`src/rtl/mine_field_gen_if.sv`:
```
// Request/status bundle for mine_field_gen: the requester drives start/seed,
// the generator drives status, placement pulses and the board bitmap.
interface mine_field_gen_if #(
    parameter int ROWS    = 8,
    parameter int COLS    = 8,
    parameter int MINES_W = 7
);
    localparam int RW = $clog2(ROWS);
    localparam int CW = $clog2(COLS);
    localparam int N  = ROWS * COLS;

    logic               start;
    logic [MINES_W-1:0] total_mines;
    logic               seed_load;
    logic [15:0]        seed;
    logic               busy;
    logic               done;
    logic               err;
    logic               place_valid;
    logic [RW-1:0]      random_row;
    logic [CW-1:0]      random_col;
    logic [N-1:0]       mine_map;
    logic [MINES_W-1:0] mine_count;

    modport master (
        output start, total_mines, seed_load, seed,
        input  busy, done, err, place_valid, random_row, random_col, mine_map, mine_count
    );

    modport slave (
        input  start, total_mines, seed_load, seed,
        output busy, done, err, place_valid, random_row, random_col, mine_map, mine_count
    );
endinterface

```
`src/rtl/mine_field_gen.sv`:
```
// Places a requested number of distinct mines on a ROWS x COLS board using a
// free-running 16-bit LFSR; one candidate cell is tried per cycle.
module mine_field_gen #(
    parameter int ROWS    = 8,
    parameter int COLS    = 8,
    parameter int MINES_W = 7
) (
    input logic             clk,
    input logic             rst,
    mine_field_gen_if.slave bus
);
    localparam int RW = $clog2(ROWS);
    localparam int CW = $clog2(COLS);
    localparam int N  = ROWS * COLS;
    localparam int IW = $clog2(N);
    localparam logic [MINES_W-1:0] NMax = MINES_W'(N);
    localparam logic [15:0] SeedDefault = 16'hACE1;

    typedef enum logic [1:0] {StIdle, StClear, StPlace, StDone} state_e;

    state_e             state_q, state_d;
    logic [15:0]        lfsr_q, lfsr_d;
    logic [MINES_W-1:0] total_q, total_d;
    logic [MINES_W-1:0] count_q, count_d;
    logic [N-1:0]       map_q, map_d;
    logic [RW-1:0]      row_q, row_d;
    logic [CW-1:0]      col_q, col_d;
    logic               busy_q, busy_d;
    logic               done_q, done_d;
    logic               err_q, err_d;
    logic               pv_q, pv_d;

    logic [RW-1:0] cand_row;
    logic [CW-1:0] cand_col;
    logic [IW-1:0] cand_idx;
    logic          cand_ok;

    assign cand_row = lfsr_q[RW-1:0];
    assign cand_col = lfsr_q[RW+CW-1:RW];
    // Index is only meaningful when the candidate is on the board; cand_ok guards it.
    assign cand_idx = IW'(int'(cand_row) * COLS + int'(cand_col));
    assign cand_ok  = (int'(cand_row) < ROWS) && (int'(cand_col) < COLS) && !map_q[cand_idx];

    always_comb begin
        state_d = state_q;
        lfsr_d  = {lfsr_q[14:0], lfsr_q[15] ^ lfsr_q[13] ^ lfsr_q[12] ^ lfsr_q[10]};
        total_d = total_q;
        count_d = count_q;
        map_d   = map_q;
        row_d   = row_q;
        col_d   = col_q;
        busy_d  = busy_q;
        done_d  = done_q;
        err_d   = err_q;
        pv_d    = 1'b0;

        case (state_q)
            StIdle, StDone: begin
                // A seed load replaces this cycle's shift, so CLEAR sees the seed itself.
                if (bus.seed_load) begin
                    lfsr_d = (bus.seed == 16'h0) ? SeedDefault : bus.seed;
                end
                if (bus.start) begin
                    if (bus.total_mines > NMax) begin
                        state_d = StDone;
                        done_d  = 1'b1;
                        err_d   = 1'b1;
                        busy_d  = 1'b0;
                    end else begin
                        state_d = StClear;
                        total_d = bus.total_mines;
                        done_d  = 1'b0;
                        err_d   = 1'b0;
                        busy_d  = 1'b1;
                    end
                end
            end
            StClear: begin
                map_d   = '0;
                count_d = '0;
                if (total_q == '0) begin
                    state_d = StDone;
                    done_d  = 1'b1;
                    busy_d  = 1'b0;
                end else begin
                    state_d = StPlace;
                end
            end
            StPlace: begin
                if (cand_ok) begin
                    map_d[cand_idx] = 1'b1;
                    pv_d            = 1'b1;
                    row_d           = cand_row;
                    col_d           = cand_col;
                    count_d         = count_q + MINES_W'(1);
                    if (count_d == total_q) begin
                        state_d = StDone;
                        done_d  = 1'b1;
                        busy_d  = 1'b0;
                    end
                end
            end
            default: state_d = StIdle;
        endcase
    end

    always_ff @(posedge clk or posedge rst) begin
        if (rst) begin
            state_q <= StIdle;
            lfsr_q  <= SeedDefault;
            total_q <= '0;
            count_q <= '0;
            map_q   <= '0;
            row_q   <= '0;
            col_q   <= '0;
            busy_q  <= 1'b0;
            done_q  <= 1'b0;
            err_q   <= 1'b0;
            pv_q    <= 1'b0;
        end else begin
            state_q <= state_d;
            lfsr_q  <= lfsr_d;
            total_q <= total_d;
            count_q <= count_d;
            map_q   <= map_d;
            row_q   <= row_d;
            col_q   <= col_d;
            busy_q  <= busy_d;
            done_q  <= done_d;
            err_q   <= err_d;
            pv_q    <= pv_d;
        end
    end

    assign bus.busy        = busy_q;
    assign bus.done        = done_q;
    assign bus.err         = err_q;
    assign bus.place_valid = pv_q;
    assign bus.random_row  = row_q;
    assign bus.random_col  = col_q;
    assign bus.mine_map    = map_q;
    assign bus.mine_count  = count_q;
endmodule
```
`src/flat_wrapper.sv`:
```
// flat-port wrapper written by rule: the top's interface ports become plain ports
module mine_field_gen_flat 
#(
    parameter int ROWS    = 8,
    parameter int COLS    = 8,
    parameter int MINES_W = 7
)
  (clk, rst, bus_start, bus_total_mines, bus_seed_load, bus_seed, bus_busy, bus_done, bus_err, bus_place_valid, bus_random_row, bus_random_col, bus_mine_map, bus_mine_count);
  mine_field_gen_if #(.ROWS(ROWS), .COLS(COLS), .MINES_W(MINES_W)) bus_i ();
  input logic clk;
  input logic rst;
  input wire logic [$bits(bus_i.start)-1:0] bus_start;
  input wire logic [$bits(bus_i.total_mines)-1:0] bus_total_mines;
  input wire logic [$bits(bus_i.seed_load)-1:0] bus_seed_load;
  input wire logic [$bits(bus_i.seed)-1:0] bus_seed;
  output wire logic [$bits(bus_i.busy)-1:0] bus_busy;
  output wire logic [$bits(bus_i.done)-1:0] bus_done;
  output wire logic [$bits(bus_i.err)-1:0] bus_err;
  output wire logic [$bits(bus_i.place_valid)-1:0] bus_place_valid;
  output wire logic [$bits(bus_i.random_row)-1:0] bus_random_row;
  output wire logic [$bits(bus_i.random_col)-1:0] bus_random_col;
  output wire logic [$bits(bus_i.mine_map)-1:0] bus_mine_map;
  output wire logic [$bits(bus_i.mine_count)-1:0] bus_mine_count;
  assign bus_i.start = bus_start;
  assign bus_i.total_mines = bus_total_mines;
  assign bus_i.seed_load = bus_seed_load;
  assign bus_i.seed = bus_seed;
  assign bus_busy = bus_i.busy;
  assign bus_done = bus_i.done;
  assign bus_err = bus_i.err;
  assign bus_place_valid = bus_i.place_valid;
  assign bus_random_row = bus_i.random_row;
  assign bus_random_col = bus_i.random_col;
  assign bus_mine_map = bus_i.mine_map;
  assign bus_mine_count = bus_i.mine_count;
  mine_field_gen #(.ROWS(ROWS), .COLS(COLS), .MINES_W(MINES_W)) u_core (.clk(clk), .rst(rst), .bus(bus_i));
endmodule
```
`config.mk`:
```
export PLATFORM = sky130hd
export DESIGN_NAME = mine_field_gen_flat
export DESIGN_NICKNAME = d
export VERILOG_FILES = /design/src/rtl/mine_field_gen_if.sv /design/src/rtl/mine_field_gen.sv /design/src/flat_wrapper.sv
export SDC_FILE = /design/constraint.sdc
export NUM_CORES = 1
export LEC_CHECK = 0
export CAP_MARGIN = 20
export CORE_MARGIN = 2
export CORE_UTILIZATION = 40
export CTS_CLUSTER_DIAMETER = 60
export DETAILED_ROUTE_END_ITERATION = 8
export PLACE_DENSITY = 0.76
export SLEW_MARGIN = 20
export SYNTH_ARGS = -nofsm -noshare
export SYNTH_HDL_FRONTEND = slang
export SYNTH_SLANG_ARGS = --single-unit
```
`constraint.sdc`:
```
create_clock -name clk -period 6.1 [get_ports clk]
set_input_delay 1.22 -clock clk [delete_from_list [all_inputs] [get_ports clk]]
set_output_delay 1.22 -clock clk [all_outputs]
set_load 0.005 [all_outputs]
```
==> results of run 1 <==
==> stage by stage <==
stage                     instances  area [um^2]  hold WS (ps)
after floorplan                 481         5110           421
after global placement          733         6280           432
after detailed placement        733         6280           442
after CTS                       749         6570           459
after global routing            749         6570           497
final                           749         6570           457
==> metal layers <==
| metal | share of wire [%] | vias up |
|---|---|---|
| li1 | - | 1935 |
| met1 | 44 | 2180 |
| met2 | 49 | 190 |
| met3 | 6.8 | 15 |
| met4 | 1.1 | 0 |
| met5 | 0 | - |
==> flip-flops by register name (all words and copies together), names as in the netlist <==
name / flops
u_core.bus.done: 1
u_core.lfsr_q: 16
u_core.bus.random_col: 3
u_core.total_q: 7
u_core.state_q: 2
u_core.bus.busy: 1
u_core.bus.random_row: 3
u_core.bus.err: 1
u_core.bus.place_valid: 1
u_core.bus.mine_count: 7
u_core.bus.mine_map: 64
==> kinds of logic (layout without fill, tap and decap cells) <==
logic type      after synthesis  after routing  synth area share [%]
xor+xnor                     15             15                  2.57
flops                       106            106                  52.1
buf+inv                      37            133                  3.31
mux                          29             29                  7.67
compound gates              118            118                  16.3
fa+ha+maj                     3              3                 0.735
simple gates                173            173                  17.3
==> synth_stat cells, drive strengths merged (7+ instances only) <==
library cell	instances
dfrtp	98
nand2	84
o21ai	39
a22o	26
clkbuf	18
mux2	18
nor2	17
a21oi	12
buf	12
nand3	12
nor4	10
and3	8
dfstp	8
xnor2	8
inv	7
xor2	7
==> area by class of cell <==
type / instances / share of cell area, %
Clock buffer: 9 / 3.43
Timing Repair Buffer: 110 / 16.6
Multi-Input combinational cell: 338 / 34.7
Clock inverter: 7 / 1.03
Tap cell: 172 / 3.27
Sequential cell: 106 / 40.5
Inverter: 7 / 0.438
==> where the power goes <==
group | switching [W] | internal [W]
logic | 0.000682 | 0.000488
clock network | 0.000260 | 0.000318
registers | 0.000187 | 0.000889
total | 0.00113 | 0.00170
==> worst max-delay path, cell delays in order (launching register included) <==
cell,delay [ps]
sky130_fd_sc_hd__dfrtp_1,510
sky130_fd_sc_hd__buf_4,390
sky130_fd_sc_hd__mux4_2,560
sky130_fd_sc_hd__nand3_1,100
sky130_fd_sc_hd__o2111ai_1,120
sky130_fd_sc_hd__or4_1,780
sky130_fd_sc_hd__nor2_4,420
sky130_fd_sc_hd__nand2_1,300
sky130_fd_sc_hd__mux2_2,360
==> layout by cell type, fill, tap and decap left out, drive strengths merged, types with 3 or more instances in the layout <==
| master | count |
|---|---|
| o211ai | 3 |
| o22a | 6 |
| clkinv | 4 |
| clkbuf | 9 |
| nor3 | 6 |
| dfrtp | 98 |
| a22o | 26 |
| xor2 | 7 |
| nor2b | 3 |
| inv | 9 |
| nor4 | 10 |
| a22oi | 4 |
| and3b | 5 |
| a21oi | 12 |
| buf | 3 |
| nand2b | 4 |
| nor2 | 17 |
| o21ai | 39 |
| ha | 3 |
| and4b | 3 |
| a211o | 3 |
| clkdlybuf4s50 | 107 |
| nor3b | 5 |
| a31oi | 4 |
| nand2 | 84 |
| mux4 | 6 |
| or4 | 3 |
| nand3 | 12 |
| and3 | 8 |
| dfstp | 8 |
| a32o | 3 |
| mux2i | 5 |
| or3 | 3 |
| xnor2 | 8 |
| mux2 | 18 |
==> worst max-delay path by stage <==
stage | startpoint | to | slack [ps] | depth (start not counted)
global route | u_core.lfsr_q[3] | u_core.bus.random_col[1] | 2230 | 8
detailed placement | u_core.lfsr_q[3] | u_core.bus.random_row[0] | 2490 | 8
finish | u_core.lfsr_q[3] | u_core.bus.random_col[1] | 2430 | 8
global placement | u_core.lfsr_q[3] | u_core.bus.random_col[0] | 2590 | 8
CTS | u_core.lfsr_q[3] | u_core.bus.random_col[0] | 2450 | 8
floorplan | rst | u_core.bus.busy | 2100 | 1
==> run_results.csv, run 1 <==
group,metric,value,unit
floorplanning,core_region_area,0.0126,mm^2
yosys,ys_warn_count,0,
worst_setup_path,reg2reg_depth,8,
yosys,synth.area.top_cells,"sky130_fd_sc_hd__dfrtp_1 (48%), sky130_fd_sc_hd__nand2_1 (6.2%), sky130_fd_sc_hd__a22o_1 (4.5%)",
worst_setup_path,rr_startpoint,"u_core.lfsr_q[3]",
worst_setup_path,worst-endpoint-required,6330,ps
worst_setup_path,crit-reg2reg-capture,"u_core.bus.random_col[1]",
global_routing,grtUsageMet3,5.15,%
placed_design,post_dp_hpwl,9.78,mm
clock_network,cts_hold_buffers,0,
cells_and_area,fin_util,52.3,%
global_routing,number_of_antenna_violations_at_the_first_check_in_global_routing,0,
floorplanning,die_w,117,um
clock_network,cts.sinks,106,
yosys,synth.distinct_cells,61,
timing,fin_setup_tns,0,ps
clock_network,tritoncts.num_buffers,9,
placed_design,pre_cts_slack,2490,ps
clock_network,insertion_delay,350,ps
worst_setup_path,worstPathArrival,3900,ps
global_routing,grt_use_met2,33.3,%
clock_network,tritoncts,"done",
timing,clock_skew,8.03,ps
floorplanning,die-height,117,um
floorplanning,design.die.area,0.0137,mm^2
yosys,syn_avg_cell_area,10.6,um^2
clock_network,post_cts_resized,0,
placed_design,number_of_port_buffers,107,
timing,tightestPinTransition,873,ps
global_routing,grt_max_degree,73,
worst_setup_path,peak_fanout_along_the_critical_path,28,
worst_setup_path,crit_path_class,"reg2reg",
run_status,run_status,"finished clean",
yosys,netlist_area,0.00511,mm^2
clock_network,h-tree-depth,3,
yosys,fraction_of_registers_with_async_set_reset,100,%
yosys,postSynthNetCount,511,
yosys,synth_top_cell_area_share,48.0,%
floorplanning,floorplan.initialDensity,40.6,%
cells_and_area,finalNetCount,602,
worst_setup_path,timing.reg2reg.setup_slack,2430,ps
route,routed-via-count,4320,
floorplanning,design.portCount,108,
cells_and_area,final_layout_size_suffix_gt1_share,11.1,%
route,first_iter_violations,399,
route,postRouteWirelength,13.8,mm
global_routing,globalRoute.busiestLayer,"met2",
timing,worst_slew_margin_rel,41.8,%
cells_and_area,ff_latch_area,0.00266,mm^2
route,wire_per_inst,18.4,um
timing,final-setup-viol-count,0,
route,antenna_violating_nets_post_route,0,
yosys,postSynth.topFlopCell,"sky130_fd_sc_hd__dfrtp_1",
yosys,synth_seq_cells,106,
cells_and_area,antenna-diode-count,0,
hold_path,min_delay_path_depth,2,
run,maxCapViolCount,0,
cells_and_area,area_delta_synth_final,28.7,%
global_routing,grt-ovfl-total,0,
pwr,ir_worst_vdd,0.253,mV
timing,final.min_clock_period,3670,ps
yosys,ys_seq_area_share,52.1,%
route,drt_first_pass_iters,5,
hold_path,worstHoldStart,"u_core.lfsr_q[8]",
worst_setup_path,crit_path_end_kind,"flip-flop",
route,drc_errors,0,
hold_path,hold_class,"reg2reg",
global_routing,groute.layer.met1.usage,28.5,%
yosys,synth_largest_area_cell,"sky130_fd_sc_hd__dfrtp_1",
clock_network,cts_buffer_depth,2,
timing,final.setup.worst_slack,2430,ps
yosys,synth_edf_count,0,
pwr,post-layout-total-power,0.00283,W
route,drt-vias-per-instance,5.77,
clock_network,cts_root_buffer,"sky130_fd_sc_hd__clkbuf_16",
global_routing,groute.usage.overall,20.8,%
timing,final_hold_viol_count,0,
cells_and_area,multi_input_comb_area,0.00228,mm^2
timing,rsz_0062_raised_after_global_routing,"no",
yosys,synth_cells,481,
floorplanning,std_cell_rows,41,
clock_network,post_cts_buffers,0,
global_routing,grt_first_pass_wirelength,22.1,mm
pwr,power_per_cell_area,430,mW/mm^2
global_routing,first_global_vias,4279,
worst_setup_path,start_kind,"flip-flop",
timing,max_clock_freq,273,MHz
timing,final.period_utilization,60.1,%
pwr,leakage,2.81,nW
timing,drv_slew,0,
hold_path,hold-path-endpoint,"u_core.lfsr_q[9]",
clock_network,clkSlewWorstSetupHoldPaths,70,ps
placed_design,routabilityCongestion,0.883,
cells_and_area,nFillCells,1135,
Note: power is estimated with default switching activity, not from simulation.
==> run 2, diff against run 1 <==
--- a/config.mk
+++ b/config.mk
@@ -10,7 +10,7 @@
 export CORE_UTILIZATION = 40
 export CTS_CLUSTER_DIAMETER = 60
 export DETAILED_ROUTE_END_ITERATION = 8
-export PLACE_DENSITY = 0.76
+export PLACE_DENSITY = 0.79
 export SLEW_MARGIN = 20
 export SYNTH_ARGS = -nofsm -noshare
 export SYNTH_HDL_FRONTEND = slang
==> constraint.sdc (replaced) <==
create_clock -name clk -period 3.2 [get_ports clk]
set_input_delay 0.64 -clock clk [delete_from_list [all_inputs] [get_ports clk]]
set_output_delay 0.64 -clock clk [all_outputs]
set_load 0.005 [all_outputs]
==> run_results.csv, run 2 (synthesis gave the netlist of run 1 again) <==
group,metric,value,unit
route,first_iter_violations,389,
clock_network,cts_buffer_depth,2,
run_status,run_status,"finished clean",
pwr,power_per_cell_area,843,mW/mm^2
global_routing,grt-ovfl-total,0,
worst_setup_path,reg2reg_depth,8,
timing,final.setup.worst_slack,179,ps
cells_and_area,antenna-diode-count,0,
worst_setup_path,timing.reg2reg.setup_slack,180,ps
hold_path,hold_class,"reg2reg",
pwr,ir_worst_vdd,0.511,mV
timing,rsz_0062_raised_after_global_routing,"no",
cells_and_area,fin_util,53.8,%
timing,fin_setup_tns,0,ps
worst_setup_path,peak_fanout_along_the_critical_path,38,
worst_setup_path,start_kind,"flip-flop",
floorplanning,die-height,117,um
hold_path,worstHoldStart,"u_core.lfsr_q[8]",
timing,final.period_utilization,94.4,%
global_routing,grt_first_pass_wirelength,22.2,mm
cells_and_area,final_layout_size_suffix_gt1_share,13.4,%
timing,final-setup-viol-count,0,
placed_design,post_dp_hpwl,9.89,mm
global_routing,first_global_vias,4292,
worst_setup_path,crit_path_class,"reg2reg",
pwr,post-layout-total-power,0.00570,W
floorplanning,design.portCount,108,
clock_network,insertion_delay,350,ps
global_routing,number_of_antenna_violations_at_the_first_check_in_global_routing,0,
floorplanning,die_w,117,um
placed_design,routabilityCongestion,0.884,
cells_and_area,largest_reg_flops,64,
floorplanning,floorplan.initialDensity,40.6,%
global_routing,grt_max_degree,107,
clock_network,tritoncts,"done",
clock_network,cts_root_buffer,"sky130_fd_sc_hd__clkbuf_16",
global_routing,groute.layer.met1.usage,29.4,%
route,postRouteWirelength,14.0,mm
placed_design,pre_cts_slack,40.1,ps
floorplanning,core_region_area,0.0126,mm^2
cells_and_area,finalNetCount,616,
worst_setup_path,crit_path_end_kind,"flip-flop",
timing,final_hold_viol_count,0,
timing,final.min_clock_period,3020,ps
route,drt-vias-per-instance,5.66,
clock_network,tritoncts.num_buffers,9,
route,wire_per_inst,18.3,um
clock_network,clkSlewWorstSetupHoldPaths,70,ps
timing,worst_slew_margin_rel,52.7,%
route,routed-via-count,4322,
global_routing,globalRoute.busiestLayer,"met2",
placed_design,number_of_port_buffers,107,
floorplanning,std_cell_rows,41,
worst_setup_path,rr_startpoint,"u_core.lfsr_q[4]",
timing,max_clock_freq,331,MHz
worst_setup_path,worst-endpoint-required,3430,ps
cells_and_area,final_cell_mix,"sky130_fd_sc_hd__clkdlybuf4s50_1 (107), sky130_fd_sc_hd__dfrtp_1 (97), sky130_fd_sc_hd__nand2_1 (84), sky130_fd_sc_hd__o21ai_0 (39), sky130_fd_sc_hd__a22o_1 (26)",
cells_and_area,area_delta_synth_final,32.3,%
global_routing,grt_use_met2,33.1,%
timing,drv_slew,0,
clock_network,h-tree-depth,3,
worst_setup_path,worst_setup_path_startpoint,"u_core.lfsr_q[4]",
floorplanning,design.die.area,0.0137,mm^2
cells_and_area,layout_commonest_cell,"sky130_fd_sc_hd__clkdlybuf4s50_1",
route,antenna_violating_nets_post_route,0,
pwr,leakage,2.90,nW
route,drc_errors,0,
global_routing,grtUsageMet3,4.12,%
worst_setup_path,worstPathArrival,3250,ps
timing,tightestPinTransition,710,ps
global_routing,groute.usage.overall,21.0,%
hold_path,min_delay_path_depth,2,
timing,clock_skew,8.42,ps
run,maxCapViolCount,0,
route,drt_first_pass_iters,5,
clock_network,cts.sinks,106,
## run 2: cell types whose count changed in the layout (fill, tap and decap cells not counted), moves of 2 or more
| cell | delta |
|---|---|
| sky130_fd_sc_hd__buf_12 | +3 |
| sky130_fd_sc_hd__clkinv_2 | -3 |
| sky130_fd_sc_hd__inv_6 | -2 |
| sky130_fd_sc_hd__buf_4 | +11 |
| sky130_fd_sc_hd__clkinvlp_4 | +2 |
| sky130_fd_sc_hd__clkinv_4 | +2 |
## run 2: power by group
group	internal, W	total, W	switching [W]
sequential	0.00170	0.00208	0.000379
clock	0.000709	0.00121	0.000499
combinational	0.00107	0.00241	0.00135
total	0.00347	0.00570	0.00222
## run 2: worst max-delay path, cell delays in order, from the launching register on
cell,delay [ps]
sky130_fd_sc_hd__dfrtp_1,430
sky130_fd_sc_hd__buf_12,230
sky130_fd_sc_hd__mux2_2,360
sky130_fd_sc_hd__a22oi_1,180
sky130_fd_sc_hd__a21oi_1,100
sky130_fd_sc_hd__or4_1,740
sky130_fd_sc_hd__nor2_4,250
sky130_fd_sc_hd__nand2_1,250
sky130_fd_sc_hd__mux2_2,360
## run 2: repair_timing
item,CTS,global route
hold buffers,0,0
buffers inserted,0,1
endpoints found under the setup margin,0,73
resized for setup,0,2
## run 2: final timing paths
kind / to
worst max-delay path: u_core.bus.random_row[2]
worst min-delay path: u_core.lfsr_q[9]
worst max register to register: u_core.bus.random_row[2]
worst min register to register: u_core.lfsr_q[9]
max in group asynchronous: u_core.bus.mine_count[1]
min in group asynchronous: u_core.lfsr_q[8]
## run 2: per-stage QoR
| stage | instances | cell area, um^2 | hold WS [ps] |
|---|---|---|---|
| 6_report | 763 | 6760 | 461 |
| 3_3_place_gp | 746 | 6400 | 435 |
| 3_5_place_dp | 746 | 6400 | 450 |
| 5_1_grt | 763 | 6760 | 494 |
| 2_1_floorplan | 481 | 5110 | 421 |
| 4_1_cts | 762 | 6730 | 465 |
## run 2: area by class of cell
type                    instances  area, um^2
clock buffers                  10         239
clock inverters                 6        90.1
fillers                      1088        5810
inverters                       7        30.0
multi-input cells             338        2280
flip-flops and latches        106        2670
well taps                     172         215
repair buffers                124        1240
## run 2: layer usage
layer | vias to the layer above | routed length [um]
met2 | 178 | 6760
met5 | - | 0
met3 | 25 | 890
met1 | 2149 | 6050
met4 | 0 | 294
li1 | 1970 | -
==> run 3, diff against run 2 <==
--- a/config.mk
+++ b/config.mk
@@ -6,7 +6,6 @@
 export NUM_CORES = 1
 export LEC_CHECK = 0
 export CAP_MARGIN = 20
-export CORE_MARGIN = 2
 export CORE_UTILIZATION = 40
 export CTS_CLUSTER_DIAMETER = 60
 export DETAILED_ROUTE_END_ITERATION = 8
==> constraint.sdc (replaced) <==
create_clock -name clk -period 3.2 [get_ports clk]
set_input_delay 0.96 -clock clk [delete_from_list [all_inputs] [get_ports clk]]
set_output_delay 0.96 -clock clk [all_outputs]
set_load 0.005 [all_outputs]
==> run_results.csv, run 3 (synthesis gave the netlist of run 1 again) <==
group,metric,value,unit
placed_design,post_dp_hpwl,10.2,mm
clock_network,tritoncts,"done",
timing,final.setup.worst_slack,172,ps
floorplanning,design.portCount,108,
clock_network,cts_hold_buffers,0,
floorplanning,die-height,115,um
timing,final-setup-viol-count,0,
placed_design,routabilityCongestion,0.932,
timing,max_clock_freq,330,MHz
worst_setup_path,peak_fanout_along_the_critical_path,8,
global_routing,groute.usage.overall,22.2,%
timing,final.period_utilization,94.6,%
global_routing,number_of_antenna_violations_at_the_first_check_in_global_routing,0,
worst_setup_path,start_kind,"flip-flop",
timing,final_hold_viol_count,0,
timing,worst_slew_margin_rel,52.3,%
route,routed-via-count,4313,
floorplanning,design.die.area,0.0132,mm^2
route,drc_errors,0,
timing,tightestPinTransition,715,ps
cells_and_area,final_cell_mix,"sky130_fd_sc_hd__clkdlybuf4s50_1 (107), sky130_fd_sc_hd__dfrtp_1 (98), sky130_fd_sc_hd__nand2_1 (84), sky130_fd_sc_hd__o21ai_0 (39), sky130_fd_sc_hd__a22o_1 (26)",
placed_design,pre_cts_slack,131,ps
global_routing,grt-ovfl-total,0,
timing,rsz_0062_raised_after_global_routing,"no",
clock_network,cts.sinks,106,
cells_and_area,area_delta_synth_final,30.8,%
route,drt_first_pass_iters,4,
clock_network,cts_root_buffer,"sky130_fd_sc_hd__clkbuf_16",
floorplanning,std_cell_rows,40,
pwr,power_per_cell_area,826,mW/mm^2
floorplanning,die_w,115,um
floorplanning,floorplan.initialDensity,41.8,%
cells_and_area,largest_reg_flops,64,
timing,drv_slew,0,
clock_network,h-tree-depth,3,
route,first_iter_violations,343,
worst_setup_path,cp_top_family,"simple AND/OR/NAND/NOR gates",
worst_setup_path,crit_path_end_kind,"flip-flop",
worst_setup_path,timing.critical_path.cells,"buf_4 > mux4_2 > nand3_1 > o2111ai_1 > or4_1 > nor2_4 > nand2_1 > mux2_2",
pwr,ir_worst_vdd,0.434,mV
cells_and_area,antenna-diode-count,0,
global_routing,first_global_vias,4287,
worst_setup_path,worstPathArrival,3260,ps
timing,final.min_clock_period,3030,ps
cells_and_area,nFillCells,1096,
pwr,leakage,2.86,nW
worst_setup_path,worst-endpoint-required,3430,ps
route,wire_per_inst,18.5,um
cells_and_area,finalNetCount,614,
worst_setup_path,crit_path_class,"reg2reg",
route,postRouteWirelength,14.0,mm
global_routing,grt_max_degree,107,
timing,fin_setup_tns,0,ps
run_status,run_status,"finished clean",
worst_setup_path,max_stage_delay,700,ps
floorplanning,core_region_area,0.0122,mm^2
run,maxCapViolCount,0,
clock_network,cts_buffer_depth,2,
placed_design,number_of_port_buffers,107,
worst_setup_path,critical_path.n_buffers_inverters,1,
clock_network,clkSlewWorstSetupHoldPaths,70,ps
global_routing,grt_first_pass_wirelength,22.5,mm
route,drt-vias-per-instance,5.70,
hold_path,hold_class,"reg2reg",
clock_network,tritoncts.num_buffers,9,
worst_setup_path,worst_path_max_delay_cell,"sky130_fd_sc_hd__or4_1",
timing,clock_skew,9.22,ps
cells_and_area,final_layout_size_suffix_gt1_share,12.9,%
cells_and_area,layout_commonest_cell,"sky130_fd_sc_hd__clkdlybuf4s50_1",
clock_network,insertion_delay,350,ps
route,antenna_violating_nets_post_route,0,
## run 3: timing repair
item                                    CTS  global route
endpoints found under the setup margin    0             6
hold endpoints to repair                  0             0
resized for setup                         0             1
buffers inserted                          0             0
## run 3: per-stage QoR
| step | total power, W | hold slack (ps) | util [%] | instance area (um^2) | std cells |
|---|---|---|---|---|---|
| 3_5_place_dp | 0.00445 | 452 | 52.4 | 6400 | 741 |
| 6_report | 0.00552 | 478 | 54.7 | 6680 | 757 |
| 5_1_grt | 0.00583 | 503 | 54.7 | 6680 | 757 |
| 2_1_floorplan | 0.00352 | 421 | - | 5110 | 481 |
| 4_1_cts | 0.00550 | 469 | 54.7 | 6680 | 757 |
| 3_3_place_gp | 0.00436 | 438 | 52.4 | 6400 | 741 |
## run 3: final timing paths
check	slack (ps)	cells after the start	start	end
setup reg to reg	170	8	u_core.lfsr_q[3]	u_core.bus.random_col[2]
hold reg to reg	480	2	u_core.lfsr_q[8]	u_core.lfsr_q[9]
max in group asynchronous	1700	3	rst	u_core.bus.random_col[2]
hold / removal	480	2	u_core.lfsr_q[8]	u_core.lfsr_q[9]
setup / recovery	170	8	u_core.lfsr_q[3]	u_core.bus.random_col[2]
min in group asynchronous	1110	3	rst	u_core.bus.mine_map[7]
## run 3: worst min-delay path, delay by kind of cell (launching register included)
family | cells | cell delay, ps
flip-flops | 1 | 330
AND/OR/NAND/NOR | 2 | 110
## run 3: power by group
group / internal, W / total (W) / switching, W / leakage [nW]
clock network: 0.000537 / 0.00106 / 0.000522 / 0.134
logic: 0.00105 / 0.00242 / 0.00137 / 1.33
registers: 0.00169 / 0.00204 / 0.000344 / 1.39
total: 0.00328 / 0.00552 / 0.00224 / 2.86
## run 3: area by class of cell
class / instances / area [um^2] / area share [%]
clock buffers: 10 / 229 / 3.43
clock inverters: 6 / 47.5 / 0.712
inverters: 7 / 30.0 / 0.449
multi-input cells: 338 / 2280 / 34.1
flip-flops and latches: 106 / 2660 / 39.9
well taps: 168 / 210 / 3.15
repair buffers: 122 / 1220 / 18.3
## run 3: routing by layer
| metal | up-vias | track usage, % | part of all wire [%] |
|---|---|---|---|
| met4 | 0 | 8.57 | 2.0 |
| met5 | - | 0 | 0 |
| met1 | 2120 | 28.9 | 42 |
| li1 | 1961 | - | - |
| met2 | 212 | 35.7 | 48 |
| met3 | 20 | 5.59 | 7.9 |
